===== src/rtl/bus_arbiter.sv =====
// Two-master round-robin bus arbiter with registered grants, latched owner
// address/direction, per-grant timeout and a one-cycle turnaround between grants.
module bus_arbiter #(
  parameter logic [3:0] TIMEOUT_CYC = 4'd15
) (
  input  logic        clk,
  input  logic        rst,
  input  logic        m1_req,
  input  logic [13:0] m1_addr,
  input  logic        m1_rw,
  input  logic        m2_req,
  input  logic [13:0] m2_addr,
  input  logic        m2_rw,
  input  logic        bus_done,
  output logic        m1_grant,
  output logic        m2_grant,
  output logic [13:0] bus_addr,
  output logic        bus_rw,
  output logic        bus_valid,
  output logic        bus_timeout
);

  typedef enum logic [1:0] {IDLE, GNT_M1, GNT_M2, TURN} state_t;

  state_t      r_state, w_state_next;
  logic [3:0]  r_cnt, w_cnt_next;
  logic        r_last_m2, w_last_m2_next;
  logic [13:0] r_addr, w_addr_next;
  logic        r_rw, w_rw_next;
  logic        r_tmo, w_tmo_next;
  logic        r_m1_grant, r_m2_grant, r_valid;
  logic        w_own_req;
  logic        w_timeout_hit;

  assign w_own_req = (r_state == GNT_M2) ? m2_req : m1_req;
  // r_cnt counts grant cycles already completed, so this marks the
  // TIMEOUT_CYC-th cycle of the grant.
  assign w_timeout_hit = (r_cnt == (TIMEOUT_CYC - 4'd1));

  always_comb begin
    w_state_next   = r_state;
    w_cnt_next     = r_cnt;
    w_last_m2_next = r_last_m2;
    w_addr_next    = r_addr;
    w_rw_next      = r_rw;
    w_tmo_next     = 1'b0;
    unique case (r_state)
      IDLE: begin
        if (m1_req && (!m2_req || r_last_m2)) begin
          w_state_next   = GNT_M1;
          w_cnt_next     = 4'd0;
          w_last_m2_next = 1'b0;
          w_addr_next    = m1_addr;
          w_rw_next      = m1_rw;
        end else if (m2_req) begin
          w_state_next   = GNT_M2;
          w_cnt_next     = 4'd0;
          w_last_m2_next = 1'b1;
          w_addr_next    = m2_addr;
          w_rw_next      = m2_rw;
        end
      end
      GNT_M1, GNT_M2: begin
        w_cnt_next = r_cnt + 4'd1;
        if (bus_done || !w_own_req || w_timeout_hit) begin
          w_state_next = TURN;
          // A completion or abort on the timeout cycle is not a timeout.
          w_tmo_next   = !bus_done && w_own_req && w_timeout_hit;
        end
      end
      TURN:    w_state_next = IDLE;
      default: w_state_next = IDLE;
    endcase
  end

  always_ff @(posedge clk) begin
    if (rst) begin
      r_state    <= IDLE;
      r_cnt      <= 4'd0;
      r_last_m2  <= 1'b1;
      r_addr     <= 14'h0000;
      r_rw       <= 1'b0;
      r_tmo      <= 1'b0;
      r_m1_grant <= 1'b0;
      r_m2_grant <= 1'b0;
      r_valid    <= 1'b0;
    end else begin
      r_state    <= w_state_next;
      r_cnt      <= w_cnt_next;
      r_last_m2  <= w_last_m2_next;
      r_addr     <= w_addr_next;
      r_rw       <= w_rw_next;
      r_tmo      <= w_tmo_next;
      r_m1_grant <= (w_state_next == GNT_M1);
      r_m2_grant <= (w_state_next == GNT_M2);
      r_valid    <= (w_state_next == GNT_M1) || (w_state_next == GNT_M2);
    end
  end

  assign m1_grant    = r_m1_grant;
  assign m2_grant    = r_m2_grant;
  assign bus_valid   = r_valid;
  assign bus_addr    = r_addr;
  assign bus_rw      = r_rw;
  assign bus_timeout = r_tmo;

endmodule


===== config.mk =====
export PLATFORM = sky130hd
export DESIGN_NAME = bus_arbiter
export DESIGN_NICKNAME = d
export VERILOG_FILES = /design/src/rtl/bus_arbiter.sv
export SDC_FILE = /design/constraint.sdc
export NUM_CORES = 1
export LEC_CHECK = 0
export BUFFER_PORTS_ARGS = -buffer_cell sky130_fd_sc_hd__buf_2
export CORE_MARGIN = 1.5
export CORE_UTILIZATION = 45
export DETAILED_ROUTE_END_ITERATION = 8
export HOLD_SLACK_MARGIN = 0.12
export PLACE_DENSITY = 0.78
export SYNTH_ARGS = -nofsm -noshare
export SYNTH_HDL_FRONTEND = slang
export SYNTH_SLANG_ARGS = --single-unit
export TNS_END_PERCENT = 30

===== constraint.sdc =====
create_clock -name clk -period 2.21 [get_ports clk]
set_input_delay 0.442 -clock clk [delete_from_list [all_inputs] [get_ports clk]]
set_output_delay 0.442 -clock clk [all_outputs]
set_load 0.01 [all_outputs]

==> results.yml <==
floorplan:
  start_util: 0.469
  dieArea_um2: 2870
  ioPinCount: 54
  core_um2: 2450
  fp-row-count: 18
  die_y_um: 53.6
  die_w_um: 53.6
job:
  maxCapViolations: 0
power_and_ir_drop:
  leakagePower_nw: 0.726
  power.density_nw_per_um2: 772
  p_seq_frac: 0.501
  p_comb_frac: 0.290
  clock_power_share: 0.209
  p_int_w: 0.000784
  switchingPower_w: 0.000351
  ir_drop_v: 0.000491
  swShare: 0.309
yosys:
  synth_area_um2: 1150
  synth.yosys.seq_area_share: 0.452
  post_synth_inst_count: 123
  ys_ff_latch: 26
  synth.area.top_cells: "dfxtp_1 45%, mux2i_1 15%, o21ai_0 8.7%"
  postSynthAreaPerCell_um2: 9.36
  yosysTopAreaCell: "dfxtp_1"
  ys_types: 25
  ys.flop_type: "dfxtp_1"
  synth_edf_count: 0
  yosysWarnings: 0
  netlist.area_leader.share: 0.452
  async_reset_ff_frac: 0
  yosysMostFrequentCell: "dfxtp_1"
  synth_fp_nets: 163
  synth_commonest_cells: "26 x dfxtp_1, 20 x o21ai_0, 17 x mux2i_1"
clock_network:
  cts_sinks: 26
  cts-root-buf: "clkbuf_4"
  holdBufCountCts: 0
  postCtsSetupBuffers: 0
  cts_tree: "built"
  clock_latency_ns: 0.32
  clockBufferDepth: 2
  h-tree-depth: 1
  cts_resized: 0
  clkTransAtPathRegs_ns: 0.14
  numCtsBuffers: 3
timing:
  period_minus_slack_ns: 2.01
  clock_skew_ns: 0.0142
  finalCritPeriodShare: 0.909
  worst_pin_slew_ns: 0.898
  rsz0062_at_grt: "no"
  fin_tns_setup_ns: 0
  setup_viol: 0
  relSlewSlack: 0.399
  timing.fmax_mhz: 498
  maxSlewViolCount: 0
  final_hold_viol_count: 0
setup_path:
  cp-end-kind: "flop"
  criticalPathCategory: "flop to flop"
  r2r-end: "bus_valid"
  start_kind: "flop"
  crit_fanout: 3
  rr_startpoint: "r_state[0]"
  reg2regPathDepth: 7
  r2r_slack_ns: 0.20
  critical_path_arrival_ns: 2.28
  crit_required_ns: 2.48
drt:
  detail_route.wl_per_cell_um: 11.6
  ant_nets: 0
  routed_wl_um: 2380
  vias_per_cell: 4.99
  firstDrtPassIters: 4
  drc: 0
  routed-via-count: 1027
  drt_iter0_drc: 22
cells_and_area:
  syn_to_final_growth_pct: 27.7
  multi_input_area_um2: 596
  nFillCells: 213
  postLayoutCoreUtil: 0.599
  layout.cells.non_filler: 206
  layout-drive-gt1-share: 0.341
  diodes: 0
  seq_area_um2: 520
  layout.nets: 217
global_route:
  overflow: 0
  grt_pass1_wl_um: 3860
  grt_use_total: 0.184
  grt_use_met3: 0.0444
  grt_max_degree: 17
  grt_antenna_before_repair: 0
  grt_pass1_vias: 949
  grt.busiest_layer: "met2"
  gr-usage-met2: 0.335
  use_met1: 0.207
worst_hold_path:
  whs_path_depth: 2
  hp-start: "bus_done"
  hold_path.class: "input port to flop"
  min_to: "bus_timeout"
placed_design:
  dpl.cell_count: 202
  gp_congestion: 0.802
  hpwl_um: 1870
  port_buffers: 53
status:
  outcome: "completed"
-- per-layer routing --
metal	vias up	part of all wire	wire, um
met3	4	0.070	167
li1	532	-	-
met5	-	0	0
met2	37	0.50	1180
met4	0	0.010	24
met1	454	0.42	1010
-- state kept, by name (all words and copies together), names as in the netlist --
register	cells
r_last_m2	1
bus_addr	14
r_state	2
bus_valid	1
bus_rw	1
r_cnt	4
m2_grant	1
m1_grant	1
bus_timeout	1
-- cell type report --
class                      count  area share
multi-input combinational     89       0.405
clock buffer                   4      0.0247
sequential                    26       0.354
inverter                       4      0.0102
timing repair buffer          53       0.180
tap                           30      0.0255
-- critical path, stage by stage, from the launching register on --
cell	delay, ns
dfxtp_1	0.38
inv_1	0.08
ha_1	0.21
mux2i_1	0.15
or4_1	0.52
a22oi_2	0.25
ha_1	0.26
nor2_1	0.11
-- kinds of logic after synthesis --
group	Yosys count	share of synthesized area
and+or+nand+nor	36	0.150
AOI/OAI and AO/OA	28	0.140
DFF	26	0.452
muxes	18	0.158
buffers and inverters	8	0.0304
adders and majority gates	5	0.0543
xor gates and xnor gates	2	0.0152
-- cell usage in the layout (no fill, tap or decap), types with 4 or more instances in the layout --
cell	netlist	layout
ha_1	5	5
nor2b_1	4	4
nand2b_1	5	5
mux2i_1	17	17
dfxtp_1	26	26
inv_1	4	4
o21ai_0	20	20
nor2_1	6	6
buf_2	1	53
nand2_1	16	16
-- per-stage QoR --
stage,hold slack [ns],total power [W],instance area [um^2],setup slack (ns)
after floorplan,0.449,0.000787,1150,0.394
after detailed placement,0.441,0.000911,1430,0.223
after global routing,0.304,0.00121,1470,0.0330
after global placement,0.429,0.000894,1430,0.359
final,0.305,0.00113,1470,0.201
after CTS,0.286,0.00115,1470,0.184
-- worst max-delay path by stage --
stage	from	depth (start not counted)	end
global placement	r_state[0]	7	bus_valid
global route	r_state[1]	6	bus_addr[3]
floorplan	r_state[0]	7	bus_valid
finish	r_state[0]	7	bus_valid
CTS	r_state[0]	7	bus_valid
detailed placement	r_state[0]	7	bus_valid
-- power groups by stage --
| stage | Combinational (W) | Clock [W] | Sequential [W] |
|---|---|---|---|
| after floorplan | 0.000183 | 0 | 0.000604 |
| after global placement | 0.000318 | 0 | 0.000576 |
| after detailed placement | 0.000332 | 0 | 0.000579 |
| after CTS | 0.000333 | 0.000245 | 0.000569 |
| after global routing | 0.000374 | 0.000260 | 0.000576 |
| final | 0.000329 | 0.000237 | 0.000568 |
(Power assumes the default switching activity.)
